===== src/rtl/mips_pkg.sv =====
// Shared fetch-stage types and constants for the MIPS-style front end.
package mips_pkg;

  typedef enum logic [2:0] {
    S_IDLE,
    S_ADDR,
    S_WAIT_MOC,
    S_LATCH,
    S_VALID,
    S_ERR
  } fetch_state_t;

  localparam int unsigned OPCODE_MSB       = 31;
  localparam int unsigned OPCODE_LSB       = 26;
  localparam logic [31:0] PC_INCR          = 32'd4;
  localparam logic [31:0] DEFAULT_RESET_PC = 32'h0000_0000;

endpackage


===== src/rtl/instr_fetch_pc_unit.sv =====
// Program counter: reset value, sequential +4 increment, redirect load has priority.
import mips_pkg::*;

module pc_unit #(
  parameter logic [31:0] RESET_PC = DEFAULT_RESET_PC
) (
  input  logic        clk,
  input  logic        reset,
  input  logic        i_load,
  input  logic [31:0] i_load_pc,
  input  logic        i_incr,
  output logic [31:0] o_pc
);

  logic [31:0] r_pc;

  always_ff @(posedge clk or posedge reset) begin
    if (reset)       r_pc <= RESET_PC;
    else if (i_load) r_pc <= i_load_pc;
    else if (i_incr) r_pc <= r_pc + PC_INCR;
  end

  assign o_pc = r_pc;

endmodule


===== src/rtl/instr_fetch.sv =====
// Instruction fetch FSM: MAR/MDR handshake with memory, IR latch, redirect flush and MOC timeout.
import mips_pkg::*;

module instr_fetch #(
  parameter logic [31:0] RESET_PC    = DEFAULT_RESET_PC,
  parameter int unsigned MOC_TIMEOUT = 255
) (
  input  logic        clk,
  input  logic        reset,
  input  logic        run,
  input  logic        pc_load,
  input  logic [31:0] pc_next,
  input  logic        MOC,
  input  logic [31:0] mem_rdata,
  input  logic        instr_ready,
  output logic [31:0] mem_addr,
  output logic        MOV,
  output logic        RW,
  output logic [31:0] ir,
  output logic [5:0]  opcode,
  output logic        instr_valid,
  output logic [31:0] pc,
  output logic        fetch_err
);

  localparam int unsigned CNT_W = $clog2(MOC_TIMEOUT + 1);

  fetch_state_t r_state, w_state_nxt;
  logic [31:0]  r_mar, r_mdr, r_ir;
  logic [CNT_W-1:0] r_cnt;
  logic         r_flush, r_err;
  logic         w_pc_load, w_timeout, w_discard;

  // Redirects are honoured everywhere except the absorbing error state.
  assign w_pc_load = pc_load && (r_state != S_ERR);
  assign w_timeout = !MOC && (r_cnt == CNT_W'(MOC_TIMEOUT - 1));
  assign w_discard = r_flush || pc_load;

  pc_unit #(
    .RESET_PC (RESET_PC)
  ) u_pc (
    .clk       (clk),
    .reset     (reset),
    .i_load    (w_pc_load),
    .i_load_pc (pc_next),
    .i_incr    (r_state == S_LATCH),
    .o_pc      (pc)
  );

  always_ff @(posedge clk or posedge reset) begin
    if (reset) r_state <= S_IDLE;
    else       r_state <= w_state_nxt;
  end

  always_comb begin
    w_state_nxt = r_state;
    case (r_state)
      S_IDLE:     if (run) w_state_nxt = S_ADDR;
      S_ADDR:     w_state_nxt = pc_load ? S_ADDR : S_WAIT_MOC;
      S_WAIT_MOC: begin
        if (MOC)            w_state_nxt = w_discard ? S_ADDR : S_LATCH;
        else if (w_timeout) w_state_nxt = S_ERR;
      end
      S_LATCH:    w_state_nxt = pc_load ? S_ADDR : S_VALID;
      S_VALID: begin
        if (pc_load)          w_state_nxt = S_ADDR;
        else if (instr_ready) w_state_nxt = run ? S_ADDR : S_IDLE;
      end
      S_ERR:      w_state_nxt = S_ERR;
      default:    w_state_nxt = S_IDLE;
    endcase
  end

  always_comb begin
    MOV         = (r_state == S_WAIT_MOC);
    RW          = (r_state == S_WAIT_MOC);
    instr_valid = (r_state == S_VALID);
  end

  always_ff @(posedge clk or posedge reset) begin
    if (reset) begin
      r_mar   <= '0;
      r_mdr   <= '0;
      r_ir    <= '0;
      r_cnt   <= '0;
      r_flush <= 1'b0;
      r_err   <= 1'b0;
    end else begin
      case (r_state)
        S_ADDR: begin
          r_mar   <= pc;
          r_cnt   <= '0;
          r_flush <= 1'b0;
        end
        S_WAIT_MOC: begin
          if (MOC) begin
            r_mdr   <= mem_rdata;
            r_flush <= 1'b0;
          end else begin
            r_cnt <= r_cnt + CNT_W'(1);
            if (pc_load)   r_flush <= 1'b1;
            if (w_timeout) r_err   <= 1'b1;
          end
        end
        S_LATCH: if (!pc_load) r_ir <= r_mdr;
        default: ;
      endcase
    end
  end

  assign mem_addr  = r_mar;
  assign ir        = r_ir;
  assign opcode    = r_ir[OPCODE_MSB:OPCODE_LSB];
  assign fetch_err = r_err;

endmodule


===== config.mk =====
export PLATFORM = sky130hd
export DESIGN_NAME = instr_fetch
export DESIGN_NICKNAME = d
export VERILOG_FILES = /design/src/rtl/mips_pkg.sv /design/src/rtl/instr_fetch_pc_unit.sv /design/src/rtl/instr_fetch.sv
export SDC_FILE = /design/constraint.sdc
export NUM_CORES = 1
export LEC_CHECK = 0
export CORE_ASPECT_RATIO = 0.8
export CORE_MARGIN = 1.5
export CORE_UTILIZATION = 40
export DETAILED_ROUTE_END_ITERATION = 10
export PLACE_DENSITY = 0.71
export RECOVER_POWER = 25
export SLEW_MARGIN = 20
export SYNTH_ARGS = -nofsm -noshare
export SYNTH_HDL_FRONTEND = slang
export SYNTH_HIERARCHICAL = 1
export SYNTH_SLANG_ARGS = --single-unit

===== constraint.sdc =====
create_clock -name clk -period 3.6 [get_ports clk]
set_clock_uncertainty 0.2 [all_clocks]
set_input_delay 0.54 -clock clk [delete_from_list [all_inputs] [get_ports clk]]
set_output_delay 0.54 -clock clk [all_outputs]
set_load 0.005 [all_outputs]

Word-level counts from Yosys, hierarchy flattened:

Cells that the tools add are included.

* register bits: 141
* input port bits: 70
* output and inout port bits: 106
* logic and storage cells: 54

* add/sub/neg operators: 2
* equality and inequality tests: 12
* mux-type cells: 17
* bitwise gates (word level): 2
* reductions and logical operators: 13

Operators by type and width (number)
* 2-to-1 mux 32 bit: 2
* adder 32 x 3 -> 32 bit, second input constant: 1
* 2-to-1 mux 3 bit: 6
* case mux 3 bit (6 select lines): 1
* case mux 8 bit (2 select lines): 1
* != test 3 bit, second input constant: 3
* adder 8 x 1 -> 8 bit, second input constant: 1
* == test 8 bit, second input constant: 1
* 2-to-1 mux 8 bit: 1
* AND reduction 2 bit: 4
* == test 3 x 2 -> 1 bit, second input constant: 2
* == test 3 bit, second input constant: 2
* AND reduction 3 bit: 2
* 2-to-1 mux 2 bit: 2
* != test 2 bit, second input constant: 2
* nonzero test 2 bit: 2
* == test 3 x 1 -> 1 bit, second input constant: 1
* zero test 3 bit: 1
* 2-to-1 mux 1 bit: 3
* != test 3 x 2 -> 1 bit, second input constant: 1
* logical AND 1 bit: 2
* inverter 1 bit: 2
* case mux 1 bit (2 select lines): 1
* zero test 1 bit: 1
* logical OR 1 bit: 1

Logic depth before layout (Yosys ltp):

Gate-level depths: netlist of the first run.

* word-level depth: 5
* depth in mapped cells: 8
* gate-level depth less buffers: 6

By module:

The synthesis of the first run kept the hierarchy.

By module, submodules not included
* instr_fetch: instances 1, cells an instance 364, area each 4396.7 um^2, seq. area each 2727.6 um^2
* pc_unit: instances 1, cells an instance 203, area each 1849.3 um^2, seq. area each 800.8 um^2

Worst setup path after synthesis of the first run:

No wires, ideal clock.

* path type: register to register
* start: register r_state[2]
* end: register u_pc.r_pc[25], in the netlist u_pc/o_pc[25]
* setup time: 0.082 ns
* data arrival time: 1.865 ns
* required time: 3.318 ns
* path slack: 1.454 ns
* stages on the path, launching flop included: 8
* buffers on the path: 2
* period minus slack after synthesis: 2.146 ns
* path through: dfrtp_1 -> and3b_1 -> and4_1 -> buf_4 -> nand2_2 -> buf_2 -> or4_1 -> a31oi_1

* word-level cells in the longest chain between the ends: 3
* elaborated cells between the ends (all ways): 5
* those cells by class: eq/ne: 2; mux: 1; reduce/logical: 2

Ends and longest elaborated chain
* start, declared: RTL line instr_fetch.sv:28 `fetch_state_t r_state, w_state_nxt;`
* start signal, assigned: RTL line instr_fetch.sv:52 `else r_state <= w_state_nxt;`
* != test 3 bit: RTL line instr_fetch.sv:35 `assign w_pc_load = pc_load && (r_state != S_ERR);`
* logical AND 1 bit: RTL line instr_fetch.sv:35
* 2-to-1 mux 32 bit / nonzero test 2 bit (equally long branches)
* end signal, assigned: RTL line instr_fetch_pc_unit.sv:19 `else if (i_load) r_pc <= i_load_pc;`
* end signal, assigned: RTL line instr_fetch_pc_unit.sv:20 `else if (i_incr) r_pc <= r_pc + PC_INCR;`
* end, declared: RTL line instr_fetch_pc_unit.sv:15 `logic [31:0] r_pc;`

Several ways; a longest one is shown, not always the timed one.
A chain may end at the register's enable or synchronous reset.

Worst setup path in the final report of the first run:

* start: register r_state[0]
* end: output port MOV

* word-level cells in the longest chain between the ends: 1

Ends and longest elaborated chain
* == test 3 x 2 -> 1 bit: RTL line instr_fetch.sv:75 `MOV = (r_state == S_WAIT_MOC);`
* end, declared: RTL line instr_fetch.sv:17 `output logic MOV,`

Every way passes these cells.

==> results by group, run 1 <==
Floorplanning
  – Io pins: 176
  – Initial Util: 41.3%
  – Die W: 143 um
  – Die ar.: 16400 sq um
  – Core Footprint: 15100 sq um
  – Die Y-Extent: 115 um
  – Number of cell rows: 40

Logic synthesis
  – Mux cell area share after synthesis: 12.4%
  – Top cells by count, synth: dfrtp_1, nand2_1, mux2_2, nand3_1, clkbuf_1
  – Top-count cell post-synth: dfrtp_1
  – Top_reg_cell synth: dfrtp_1
  – Top cells by area, synth: dfrtp_1, mux2_2, nand2_1
  – Synth top area share: 56.5%
  – Mapped Cells: 567
  – Yosys warnings: 6
  – Synth Area in Adders: 0.601%
  – Syn Area/Cell: 11.0 sq um
  – Cell variety after synth: 53
  – Register bit total from synthesis: 141
  – Simple-gate share of the synthesized area: 17.6%
  – Syn Nets: 640
  – Mapped Area: 6250 sq um
  – Leading area contributor after synthesis: dfrtp_1
  – Fraction of registers with async set/reset: 100%
  – Post-synth EDFFs: 0
  – Synth Area in XOR/XNOR: 1.68%
  – Complex-gate fraction of the synthesized area: 6.97%
  – Main combinational cell family by area after synthesis: simple AND/OR/NAND/NOR gates
  – Post-synthesis sequential area ratio: 56.5%

Run status
  – Outcome: complete, but fails checks
  – Violated checks: max-capacitance violations, max-slew violations

CTS
  – Worst skew pair latency: 420 ps
  – Clock transition at path regs: 60 ps
  – CTS root buf: clkbuf_16
  – H-tree depth: 4
  – CTS tree: built
  – CTS Buffer Depth: 2
  – Post-CTS setup buffers: 0
  – TritonCTS Buffers: 17
  – Hold buffers post-CTS: 0
  – Post-CTS sizing: 0
  – Clk sinks: 141

Route
  – Antenna-violating nets left: 0
  – DR vias/cell: 5.21
  – DRT iter0 DRCs: 279
  – Final wirelength: 16200 um
  – Drt wl/cell: 17.1 um
  – DR vias: 4942
  – Initial DRT Pass Iterations: 7
  – DRC errors left: 0

STA
  – Tcrit/Tclk final: 83.1%
  – Worst Tran Pin Value: 1830 ps
  – Min Clock Period, post-route: 2990 ps
  – Fin Setup TNS: 0 ps
  – Slew headroom: -21.9%
  – Fmax: 334 MHz
  – RSZ-0062 raised after global routing: no
  – Hold Vio Cnt, Final: 0
  – Final setup fails: 0
  – Final setup margin: 610 ps
  – Slew Limit Fails: 66

Worst setup path
  – Crit. End Element: output port
  – R2R Setup Slk: 850 ps
  – Worst Path Arrival: 2250 ps
  – CP required: 2860 ps
  – Launch point of the worst path: r_state[0]$_DFFE_PP0P_
  – Reg2reg start: r_state[0]$_DFFE_PP0P_
  – Max Fanout on Critical Path: 16
  – Setup crit start kind: flip-flop
  – CP Class: flip-flop to output port
  – CP endpoint: MOV
  – Reg2Reg Depth: 5
  – Reg-to-reg endpoint: u_pc/o_pc[26]$_DFFE_PP0N_

Global route
  – Gr usage total: 20.6%
  – Largest net degree at the start of global routing: 51
  – GRT overflow: 0
  – Initial antenna violation count: 0
  – First-pass GRT wire length: 26000 um
  – Vias in the first global route: 5065

Place
  – PortBufs: 175
  – Routability cong.: 0.808
  – Pre-CTS setup slack: 895 ps
  – DPL Wire Length: 11200 um

Cells and area
  – Layout area overhead: 39.3%
  – Multi-input gate area: 2480 sq um
  – Fillcell total: 1302
  – Diode count: 0
  – Sequential Area: 3530 sq um
  – Share of cells above drive strength 1: 15.4%
  – Nets: 799

Power and ir drop
  – Peak VDD IR: 0.000361 V
  – Power per cell area: 782 nW/um^2
  – Leak Pwr: 3.70 nW

Job
  – MaxCap Viol Count: 2

Worst hold path
  – Hold WC Path Type: flip-flop to flip-flop
-- critical path, stage by stage (launching register included) --
cell,delay [ps]
dfrtp_1,570
nor3b_1,630
clkdlybuf4s50_1,630
-- worst min path at each step --
stage,startpoint,endpoint,depth (start not counted)
finish,mem_addr[12]$_DFFE_PP0N_,mem_addr[12]$_DFFE_PP0N_,2
global route,mem_addr[10]$_DFFE_PP0N_,mem_addr[10]$_DFFE_PP0N_,2
CTS,mem_addr[30]$_DFFE_PP0N_,mem_addr[30]$_DFFE_PP0N_,2
detailed placement,mem_addr[30]$_DFFE_PP0N_,mem_addr[30]$_DFFE_PP0N_,2
global placement,mem_addr[16]$_DFFE_PP0N_,mem_addr[16]$_DFFE_PP0N_,2
floorplan,fetch_err$_DFFE_PP0P_,fetch_err$_DFFE_PP0P_,2
-- registers in the layout (all words and copies together) (netlist names) --
signal	cells
u_pc/o_pc	32
mem_addr	32
ir	32
r_flush	1
r_mdr	32
r_state	3
fetch_err	1
r_cnt	8
-- layer usage --
| layer | GRT usage [%] | part of all wire (%) | wire length, um | vias to the layer above |
|---|---|---|---|---|
| met1 | 27.2 | 45 | 7270 | 2493 |
| li1 | - | - | - | 2304 |
| met2 | 32.9 | 49 | 8010 | 125 |
| met5 | 0 | 0 | 0 | - |
| met3 | 5.46 | 4.4 | 708 | 20 |
| met4 | 7.70 | 1.5 | 242 | 0 |
-- area by class of cell --
type	count	area share, %
Timing Repair Buffer	182	20.8
Sequential cell	141	40.5
Clock inverter	15	1.74
Clock buffer	17	4.89
Tap cell	210	3.02
Inverter	12	0.532
Multi-Input combinational cell	372	28.5
-- metrics by stage --
step	power, mW	cells	utilization, %	instance area [sq um]	hold WS, ps
2_1_floorplan	3.83	567	-	6250	260
3_3_place_gp	5.05	917	53.8	8130	259
3_5_place_dp	5.15	917	53.8	8130	262
4_1_cts	6.89	949	57.6	8710	278
5_1_grt	7.25	949	57.6	8700	298
6_report	6.81	949	57.6	8700	274
-- layout by cell type, fill, tap and decap left out, types with 4 or more instances in the layout --
master	count
or4_1	15
inv_6	7
dfrtp_1	141
buf_4	5
clkbuf_16	17
nor4_1	5
nand4_1	11
o21ai_0	16
nand3_1	19
clkdlybuf4s50_1	174
nand2_1	127
inv_1	10
mux2_2	64
a21oi_1	8
and3_1	4
o31ai_1	14
a31oi_1	9
xor2_1	9
and4_1	7
nor2_1	12
-- where the power goes --
part / switching [mW] / total (mW) / internal [mW]
sequential: 0.469 / 2.69 / 2.22
combinational: 0.984 / 2.41 / 1.43
clock: 0.736 / 1.71 / 0.973
-- cell families (layout without fill, tap and decap cells) --
logic type,after synthesis,count (layout)
mux,69,69
buf+inv,54,226
fa+ha+maj,3,3
flops,141,141
simple gates,222,222
compound gates,66,66
xor+xnor,12,12
Power figures use the tool's default switching activity.
==> inputs of run 2 (changes only) <==
==> constraint.sdc (replaced) <==
create_clock -name clk -period 2.5 [get_ports clk]
set_clock_uncertainty 0.2 [all_clocks]
set_input_delay 0.375 -clock clk [delete_from_list [all_inputs] [get_ports clk]]
set_output_delay 0.375 -clock clk [all_outputs]
set_load 0.005 [all_outputs]
==> run 2 against run 1 <==
  * The flow now finishes without violations
  * Critical path depth up 2
  * Via count is 0.93% higher
  * Sequential power up 41%
  * Largest power group unchanged
  * Clock power is 51% higher
==> results by group, run 2 (same netlist as run 1, synthesis figures left out) <==
Place
  – Pre-CTS setup slack: 102 ps
  – DPL Wire Length: 11300 um
  – Routability cong.: 0.841
  – PortBufs: 175
  – Placed cell areas: 8300 sq um

Floorplanning
  – Die ar.: 16400 sq um
  – Io pins: 176
  – Die Y-Extent: 115 um
  – Core Footprint: 15100 sq um
  – Die W: 143 um
  – Initial Util: 41.3%
  – Number of cell rows: 40

CTS
  – H-tree depth: 4
  – Clk sinks: 141
  – CTS Buffer Depth: 2
  – CTS tree: built
  – Post-CTS setup buffers: 0
  – Worst skew pair latency: 420 ps
  – Clock transition at path regs: 60 ps
  – TritonCTS Buffers: 17
  – CTS root buf: clkbuf_16
  – Post-CTS sizing: 0
  – Hold buffers post-CTS: 0

Global route
  – Largest net degree at the start of global routing: 106
  – GRT overflow: 0
  – First-pass GRT wire length: 26300 um
  – Vias in the first global route: 5072
  – Gr usage total: 20.9%
  – Initial antenna violation count: 0

Cells and area
  – Layout area overhead: 42.3%
  – Nets: 814
  – Final non-filler cell area: 8890 sq um
  – Most frequent cells in the layout: clkdlybuf4s50_1, dfrtp_1, nand2_1
  – Most common cell after layout, fill and taps aside: clkdlybuf4s50_1
  – Utilization after layout: 58.8%
  – Multi-input gate area: 2480 sq um
  – Sequential Area: 3530 sq um
  – Share of cells above drive strength 1: 17.4%
  – Diode count: 0
  – Fillcell total: 1266

Worst setup path
  – Worst Path Arrival: 1810 ps
  – Setup crit start kind: flip-flop
  – Max Fanout on Critical Path: 12
  – CP Class: flip-flop to output port
  – Crit. End Element: output port
  – CP required: 1920 ps

Power and ir drop
  – Peak VDD IR: 0.000637 V
  – Pwr Total: 10.1 mW
  – Leak Pwr: 3.81 nW
  – Power per cell area: 1140 nW/um^2

STA
  – RSZ-0062 raised after global routing: no
  – Fmax: 419 MHz
  – Min Clock Period, post-route: 2380 ps
  – Fin Setup TNS: 0 ps
  – Slew headroom: 10.3%
  – Slew Limit Fails: 0
  – Final setup margin: 116 ps
  – Hold Vio Cnt, Final: 0
  – Tcrit/Tclk final: 95.4%
  – Final setup fails: 0
  – Worst Tran Pin Value: 1350 ps

Route
  – Drt wl/cell: 17.1 um
  – Antenna-violating nets left: 0
  – Initial DRT Pass Iterations: 4
  – DRC errors left: 0
  – DR vias: 4988
  – DR vias/cell: 5.17
  – DRT iter0 DRCs: 388
  – Final wirelength: 16500 um

Run status
  – Outcome: finished clean

Job
  – MaxCap Viol Count: 0

Worst hold path
  – Hold WC Path Type: primary input to asynchronous set/reset pin
[run 2: changes by cell type in the layout (fill, tap and decap cells not counted), sizes merged]
cell    change
clkinv      +3
inv         -6
bufinv      +2
buf        +15
clkbuf      +1
[run 2: path summary, 6_finish.rpt]
path                            slack, ps                         to  cells after the start                      from
min in group clk                      280   mem_addr[26]$_DFFE_PP0N_                      2  mem_addr[26]$_DFFE_PP0N_
worst max-delay path                  120                         RW                      4    r_state[2]$_DFFE_PP0P_
worst max register to register        260  u_pc/o_pc[16]$_DFFE_PP0N_                      6    r_state[2]$_DFFE_PP0P_
max in group asynchronous             360          ir[1]$_DFFE_PP0P_                      3                     reset
worst min-delay path                  170    mem_addr[0]$_DFFE_PP0N_                      2                     reset
worst min register to register        280   mem_addr[26]$_DFFE_PP0N_                      2  mem_addr[26]$_DFFE_PP0N_
[run 2: power by group]
group | switching, mW | leakage (nW) | internal [mW]
registers | 0.584 | 1.73 | 3.20
logic | 1.55 | 1.79 | 2.17
clock network | 0.997 | 0.292 | 1.60
total | 3.13 | 3.81 | 6.96
[run 2: stage by stage]
stage          hold slack [ps]  cells
3_5_place_dp               261    932
2_1_floorplan              260    567
5_1_grt                    171    964
3_3_place_gp               260    932
6_report                   171    964
4_1_cts                   40.9    964
[run 2: worst max-delay path, stage by stage (launching register included)]
cell and delay [ps]:
dfrtp_1 370, buf_4 180, nor3b_2 190, buf_4 160, clkdlybuf4s50_1 500
[run 2: area by class of cell]
cell class,count,area share [%]
flip-flops and latches,141,39.7
inverters,12,0.521
clock buffers,18,4.94
multi-input cells,372,27.9
repair buffers,197,22.1
well taps,210,2.96
clock inverters,14,1.89
[run 2: metal layers]
metal | up-vias | track usage [%] | part of all wire, %
met5 | - | 0 | 0
met4 | 0 | 7.90 | 2.2
met3 | 24 | 5.62 | 5.1
met2 | 135 | 33.4 | 48
met1 | 2496 | 27.4 | 44
li1 | 2333 | - | -
==> inputs of run 3 (changes only) <==
--- a/config.mk
+++ b/config.mk
@@ -8,6 +8,7 @@
 export CORE_ASPECT_RATIO = 0.8
 export CORE_MARGIN = 1.5
 export CORE_UTILIZATION = 40
+export CTS_CLUSTER_DIAMETER = 150
 export DETAILED_ROUTE_END_ITERATION = 10
 export PLACE_DENSITY = 0.71
 export RECOVER_POWER = 25
==> results of run 3 <==
Final layout, timing and power as in run 2 (identical DEF).
